[config.mk]
export PLATFORM = sky130hd
export DESIGN_NAME = rv_ex_operand_stage
export DESIGN_NICKNAME = d
export VERILOG_FILES = /design/src/rtl/rv_ex_operand_stage.sv
export SDC_FILE = /design/constraint.sdc
export NUM_CORES = 1
export LEC_CHECK = 0
export CAP_MARGIN = 20
export CORE_ASPECT_RATIO = 1.4
export CORE_MARGIN = 8
export CORE_UTILIZATION = 40
export DETAILED_ROUTE_END_ITERATION = 12
export PLACE_DENSITY = 0.77
export SKIP_LAST_GASP = 1
export SLEW_MARGIN = 10
export SYNTH_ARGS = -nofsm -noshare
export SYNTH_HDL_FRONTEND = slang
export SYNTH_SLANG_ARGS = --single-unit
[constraint.sdc]
create_clock -name clk -period 2.8 [get_ports clk]
set_clock_uncertainty 0.1 [all_clocks]
set_input_delay 0.7 -clock clk [delete_from_list [all_inputs] [get_ports clk]]
set_output_delay 0.7 -clock clk [all_outputs]
set_load 0.03 [all_outputs]
[src/rtl/rv_ex_operand_stage.sv]
// ID/EX operand stage: registers decoded operands, decodes the ALU opcode and forwards EX/MEM and
// MEM/WB results onto the ALU inputs. Defining RV_EX_STAGE_PERF_EN adds the perf_stall_cnt output.
module rv_ex_operand_stage #(
   parameter int DW = 32,
   parameter int RW = 5
) (
   input  logic          clk,
   input  logic          rst_n,
   input  logic          in_valid,
   output logic          in_ready,
   input  logic [DW-1:0] in_rs1_data,
   input  logic [DW-1:0] in_rs2_data,
   input  logic [DW-1:0] in_imm,
   input  logic [RW-1:0] in_rs1_addr,
   input  logic [RW-1:0] in_rs2_addr,
   input  logic [RW-1:0] in_rd_addr,
   input  logic          in_alu_src,
   input  logic [1:0]    in_alu_ctl,
   input  logic [2:0]    in_funct3,
   input  logic          in_funct7_5,
   input  logic          in_reg_write,
   input  logic          flush,
   input  logic          fwd_em_we,
   input  logic [RW-1:0] fwd_em_rd,
   input  logic [DW-1:0] fwd_em_data,
   input  logic          fwd_mw_we,
   input  logic [RW-1:0] fwd_mw_rd,
   input  logic [DW-1:0] fwd_mw_data,
   output logic          out_valid,
   input  logic          out_ready,
   output logic [DW-1:0] out_in1,
   output logic [DW-1:0] out_in2,
   output logic [3:0]    out_aluop,
   output logic [DW-1:0] out_store_data,
   output logic [RW-1:0] out_rd,
   output logic          out_reg_write,
   output logic          out_illegal
`ifdef RV_EX_STAGE_PERF_EN
   ,
   output logic [31:0]   perf_stall_cnt
`endif
);

   logic          r_valid;
   logic [DW-1:0] r_rs1_data;
   logic [DW-1:0] r_rs2_data;
   logic [DW-1:0] r_imm;
   logic [RW-1:0] r_rs1_addr;
   logic [RW-1:0] r_rs2_addr;
   logic [RW-1:0] r_rd;
   logic          r_alu_src;
   logic [3:0]    r_aluop;
   logic          r_illegal;
   logic          r_reg_write;

   logic          w_capture;
   logic          w_em_hit1;
   logic          w_mw_hit1;
   logic          w_em_hit2;
   logic          w_mw_hit2;
   logic [DW-1:0] w_fwd1;
   logic [DW-1:0] w_fwd2;
   logic [4:0]    w_dec;

   // Returns {illegal, aluop}; unsupported encodings fall back to ADD with illegal set.
   function automatic logic [4:0] f_decode(input logic [1:0] ctl, input logic [2:0] f3,
                                           input logic f7, input logic src);
      logic [4:0] v;
      v = {1'b0, 4'b0010};
      case (ctl)
         2'b00: v = {1'b0, 4'b0010};
         2'b01: v = {1'b0, 4'b0110};
         2'b10: begin
            case (f3)
               3'b000:  v = {1'b0, (f7 && !src) ? 4'b0110 : 4'b0010};
               3'b111:  v = {1'b0, 4'b0000};
               3'b110:  v = {1'b0, 4'b0001};
               3'b010:  v = {1'b0, 4'b0111};
               default: v = {1'b1, 4'b0010};
            endcase
         end
         default: v = {1'b1, 4'b0010};
      endcase
      return v;
   endfunction

   assign in_ready  = !r_valid || out_ready;
   assign w_capture = in_valid && in_ready;
   assign w_dec     = f_decode(in_alu_ctl, in_funct3, in_funct7_5, in_alu_src);

   // Requiring rd != 0 also guarantees that rs address 0 never picks up a forward.
   assign w_em_hit1 = fwd_em_we && (fwd_em_rd == r_rs1_addr) && (fwd_em_rd != '0);
   assign w_mw_hit1 = fwd_mw_we && (fwd_mw_rd == r_rs1_addr) && (fwd_mw_rd != '0);
   assign w_em_hit2 = fwd_em_we && (fwd_em_rd == r_rs2_addr) && (fwd_em_rd != '0);
   assign w_mw_hit2 = fwd_mw_we && (fwd_mw_rd == r_rs2_addr) && (fwd_mw_rd != '0);

   assign w_fwd1 = w_em_hit1 ? fwd_em_data : (w_mw_hit1 ? fwd_mw_data : r_rs1_data);
   assign w_fwd2 = w_em_hit2 ? fwd_em_data : (w_mw_hit2 ? fwd_mw_data : r_rs2_data);

   always_ff @(posedge clk or negedge rst_n) begin
      if (!rst_n) begin
         r_valid     <= 1'b0;
         r_rs1_data  <= '0;
         r_rs2_data  <= '0;
         r_imm       <= '0;
         r_rs1_addr  <= '0;
         r_rs2_addr  <= '0;
         r_rd        <= '0;
         r_alu_src   <= 1'b0;
         r_aluop     <= '0;
         r_illegal   <= 1'b0;
         r_reg_write <= 1'b0;
      end else if (flush) begin
         r_valid <= 1'b0;
      end else if (w_capture) begin
         r_valid     <= 1'b1;
         r_rs1_data  <= in_rs1_data;
         r_rs2_data  <= in_rs2_data;
         r_imm       <= in_imm;
         r_rs1_addr  <= in_rs1_addr;
         r_rs2_addr  <= in_rs2_addr;
         r_rd        <= in_rd_addr;
         r_alu_src   <= in_alu_src;
         r_aluop     <= w_dec[3:0];
         r_illegal   <= w_dec[4];
         r_reg_write <= in_reg_write;
      end else if (r_valid && out_ready) begin
         r_valid <= 1'b0;
      end else if (r_valid) begin
         // Stalled: latch any forwarded value so it survives the producer retiring.
         r_rs1_data <= w_fwd1;
         r_rs2_data <= w_fwd2;
      end
   end

`ifdef RV_EX_STAGE_PERF_EN
   logic [31:0] r_stall_cnt;

   always_ff @(posedge clk or negedge rst_n) begin
      if (!rst_n) begin
         r_stall_cnt <= '0;
      end else if (r_valid && !out_ready && (r_stall_cnt != 32'hFFFF_FFFF)) begin
         r_stall_cnt <= r_stall_cnt + 32'd1;
      end
   end

   assign perf_stall_cnt = r_stall_cnt;
`endif

   assign out_valid      = r_valid;
   assign out_in1        = w_fwd1;
   assign out_in2        = r_alu_src ? r_imm : w_fwd2;
   assign out_store_data = w_fwd2;
   assign out_aluop      = r_aluop;
   assign out_rd         = r_rd;
   assign out_reg_write  = r_reg_write && r_valid;
   assign out_illegal    = r_illegal;

endmodule

Yosys cells after proc, flatten, opt, wreduce, memory -nomap -nowiden
Cells that the tools add are included.
Cells by class
  muxes and demuxes: 17
  equal/unequal tests: 10
  bitwise operators: 1
  reduce and logical (&&, ||, !) cells: 23
Operator list (count)
  two-way mux 32 bit: 11
  equality test 5 bit: 4
  one-hot mux 5 bit (4 select lines): 1
  one-hot mux 5 bit (3 select lines): 1
  logical AND 1 bit: 12
  nonzero test 5 bit: 2
  equality test 3 bit (second input constant): 2
  equality test 3 x 2 -> 1 bit (second input constant): 1
  zero test 3 bit: 1
  two-way mux 1 bit: 3
  two-way mux 3 bit: 1
  AND reduction 3 bit: 1
  nonzero test 3 bit: 1
  equality test 2 x 1 -> 1 bit (second input constant): 1
  equality test 2 bit (second input constant): 1
  zero test 1 bit: 2
  zero test 2 bit: 1
  != test 2 bit (second input constant): 1
  AND reduction 2 bit: 1
  nonzero test 2 bit: 1
  logical OR 1 bit: 1
  inverter 1 bit: 1
Word-level totals
  word-level logic and storage cells: 62
  register bits after elaboration: 119
  output and inout port bits: 109

Logic depth before layout (Yosys ltp)
  depth after elaboration: 8
  depth in mapped cells: 8
  mapped depth without buffers: 6

Worst setup path before layout
Ideal clock, no wire load.
  kind: in2out
  from: input fwd_em_rd[0]
  to: output out_in2[10]
  arrival time: 2.613 ns
  stages: 6
  path slack: -0.613 ns
  cell sequence: or4_1 o2111a_1 nand2_2 buf_4 nor3_1 a221oi_1
Between the ends
  cells in the longest elaborated chain, start to end: 5
RTL lines
  start: declaration: RTL line 24  | input logic [RW-1:0] fwd_em_rd,
  equality test 5 bit: RTL line 94  | assign w_em_hit2 = fwd_em_we && (fwd_em_rd == r_rs2_addr) && (fwd_em_rd != '0);
  logical AND 1 bit: RTL line 94
  logical AND 1 bit *: RTL line 94
  two-way mux 32 bit *: RTL line 98  | assign w_fwd2 = w_em_hit2 ? fwd_em_data : (w_mw_hit2 ? fwd_mw_data : r_rs2_data);
  two-way mux 32 bit *: RTL line 152  | assign out_in2 = r_alu_src ? r_imm : w_fwd2;
  end: declaration: RTL line 32  | output logic [DW-1:0] out_in2,
Every way passes the cells marked *; elsewhere a longest branch is shown, timed or not.

Worst setup path in the final report
  from: input fwd_em_rd[1]
  to: output out_in2[20]
The elaborated chain is that of the path after synthesis.

==> results.toml <==
[grt]
grt_pass1_wl_mm = 60.4
grt_overflow = 0
grt_usage_pct = 33.0
grt_max_degree = 54
antenna_found_initial = 5
grt_pass1_vias = 10300

[clock_network]
numCtsBuffers = 17
cts.sinks = 118
cts_root_buf = "clkbuf_16"
cts_buffer_depth = 2
h-tree-depth = 4
clock_latency_ps = 420
path_clk_slew_ps = 60
cts_tree = "done"

[logic_synthesis]
netlist_instances = 886
yosysWarnings = 0
synth_seq_cells = 118
synthFlopType = "dfrtp_1"
yosysUniqueCellTypes = 41
syn-cell-area_um2 = 7520
yosysSeqAreaShare_pct = 39.3
avgSynthCellArea_um2 = 8.49
synth.net_count = 1086
synthArstFlopShare_pct = 100
synth_edf_count = 0

[worst_setup_path]
crit_path_end_kind = "output port"
crit_fanout = 7
worst_ep_required_time_ps = 2000
crit_type = "primary input to output port"
crit_chain = "buf_6 > or4_4 > o2111a_2 > nand2_8 > buf_12 > buf_12 > buf_16 > nor3_2 > a221oi_4 > buf_6"
crit_path_start_kind = "primary input"
cp_slowest_cell = "or4_4"
slowest_delay_ps = 540
cp.arrival_ps = 2620

[placement]
place_congestion = 0.864
dpl_cell_area_um2 = 13000
placed_cells = 1512
place_ws_ps = -1090
hpwl_mm = 24.4
portBuffers = 307

[floorplanning]
rows = 59
die_y_um = 178
coreArea_um2 = 18500
start_util_pct = 40.6
die_w_um = 132
ios = 309
design.die.area_um2 = 23500

[sta]
clock.fmax_mhz = 292
finalHoldViolCount = 0
holdWs_ps = 181
final-max-slew-violation-count = 0
slew_headroom_pct = 29.6
setup_slack_ps = -620
setup-tns-final_ps = -51670
min_period_ps = 3420
setup_viol = 96
finalCritPeriodShare_pct = 122
tightest_slew_ps = 1050
rsz0062_at_grt = "yes"

[detailed_routing]
first_iter_violations = 788
met3_length_mm = 2.87
post_drt_wl_per_cell_um = 25.6
first_pass_iters = 7
routed_via_density = 5.98
dr_wl_met2_mm = 21.3
ant_nets = 0
wirelength_mm = 41.1
vias = 9589
dr.max_layer_used = "met4"
drt-met1-wl_mm = 14.2
remaining_drc_errors = 0

[final_layout]
utilization_pct = 84.2
final_area_um2 = 15600
multi_input_area_um2 = 6130
seq_area_um2 = 2960
finalNetCount = 1542
drive_gt1_share_pct = 42.7
layout.cells.non_filler = 1604
area_delta_synth_final_pct = 108
nFillCells = 964

[pwr]
p_leak_nw = 6.17
irDropWorstVdd_v = 0.000399
power_mw = 8.67
powerDensity_nw_per_um2 = 555

[outcome]
violations = "setup timing"
status = "finished, violations left"

[hold_path]
holdCritPathClass = "primary input to async pin"

[flow_run]
cap_violations = 0
## cells by family (layout without fill, tap and decap cells)
| family | count (synthesis) | after routing | synth area share (%) |
|---|---|---|---|
| AO/OA/AOI/OAI | 287 | 287 | 25.2 |
| AND/OR/NAND/NOR | 264 | 264 | 15.2 |
| flip-flops | 118 | 118 | 39.3 |
| buffers and inverters | 114 | 581 | 6.79 |
| multiplexers | 83 | 83 | 11.4 |
| XOR/XNOR | 19 | 19 | 2.21 |
| other | 1 | 8 | 0.0499 |
## metal layers
metal | vias to the layer above | track usage [%]
li1 | 4132 | -
met1 | 4669 | 34.7
met2 | 613 | 58.8
met3 | 175 | 6.91
met4 | 0 | 22.4
met5 | - | 0
## worst max-delay path: cells and delay by family
family / cells / cell delay [ps]
AOI/OAI and AO/OA: 2 / 560
buffers and inverters: 5 / 630
and+or+nand+nor: 3 / 710
## path summary, 6_finish.rpt
check                                    from             end  slack [ps]  cells after the start
worst max register to register  r_rs1_addr[4]  r_rs1_data[22]         160                      8
worst max-delay path             fwd_em_rd[1]     out_in2[20]        -620                     10
worst min-delay path                    rst_n       r_imm[30]         180                      1
max in group asynchronous               rst_n   r_rs2_data[8]        1700                      2
min in group clk                    out_rd[0]       out_rd[0]         400                      1
worst min register to register      out_rd[0]       out_rd[0]         400                      1
## power by group
group | switching, mW | internal [mW]
Clock | 0.818 | 1.24
Sequential | 0.225 | 1.97
Combinational | 2.26 | 2.14
## cells in the final DEF, fill, tap and decap left out, types with 4 or more instances in the layout
master and instances:
buf_16 5, clkinv_2 6, diode_2 7, a2bb2oi_1 19, buf_4 127, dfrtp_1 117
buf_2 4, nand2_1 77, a221oi_4 32, xnor2_1 12, mux2_2 19, nor3_2 7
nor2_4 20, o211ai_1 45, xnor2_2 4, nand3_1 45, o21ai_1 20, buf_12 38
a21oi_4 44, o21ai_0 36, nor2_1 56, nor3_4 7, mux2i_2 5, a21boi_0 43
mux2i_1 18, nor2_2 12, nor3_1 19, buf_6 126, clkdlybuf4s50_1 197, a21oi_1 21
buf_8 12, mux2i_4 41, clkbuf_16 19, a21oi_2 21, inv_1 35
## state kept, by name (all words and copies together) (netlist names), 3 cells and up
signal / cells
out_aluop: 3
out_rd: 5
r_imm: 32
r_rs1_addr: 5
r_rs1_data: 32
r_rs2_addr: 5
r_rs2_data: 32
## timing repair
action	CTS	global route
resized for setup	309	51
gates cloned	12	2
endpoints found under the setup margin	108	96
setup buffers	37	18
hold buffers	0	0
pin swaps	49	12
## synth_stat cells (2+ instances only)
master / n / area (um2)
o21ai_0: 36 / 180
mux2i_1: 64 / 641
mux2_2: 19 / 214
a2bb2oi_1: 19 / 166
o211ai_1: 45 / 338
clkbuf_1: 43 / 161
nor3_1: 33 / 165
a21oi_1: 85 / 425
a221oi_2: 2 / 30.0
buf_1: 4 / 15.0
inv_1: 36 / 135
and2_1: 2 / 12.5
buf_4: 10 / 75.1
nand3_1: 45 / 225
buf_6: 3 / 33.8
xor2_1: 3 / 26.3
or4_1: 2 / 15.0
nor2_1: 88 / 330
a21boi_0: 43 / 323
o21ai_1: 20 / 100
nor2b_1: 2 / 12.5
and3_1: 3 / 18.8
xnor2_1: 16 / 140
buf_2: 18 / 90.1
nand2_1: 81 / 304
dfrtp_1: 118 / 2950
a221oi_1: 32 / 280
## final cells by class
cell class                 instances  area share (%)
tap                              244            1.96
antenna                            7           0.112
inverter                          36           0.866
clock buffer                      20            2.93
clock inverter                    10           0.529
timing repair buffer             515            35.4
sequential                       118            18.9
multi-input combinational        654            39.2
Note: power is estimated with default switching activity, not from simulation.
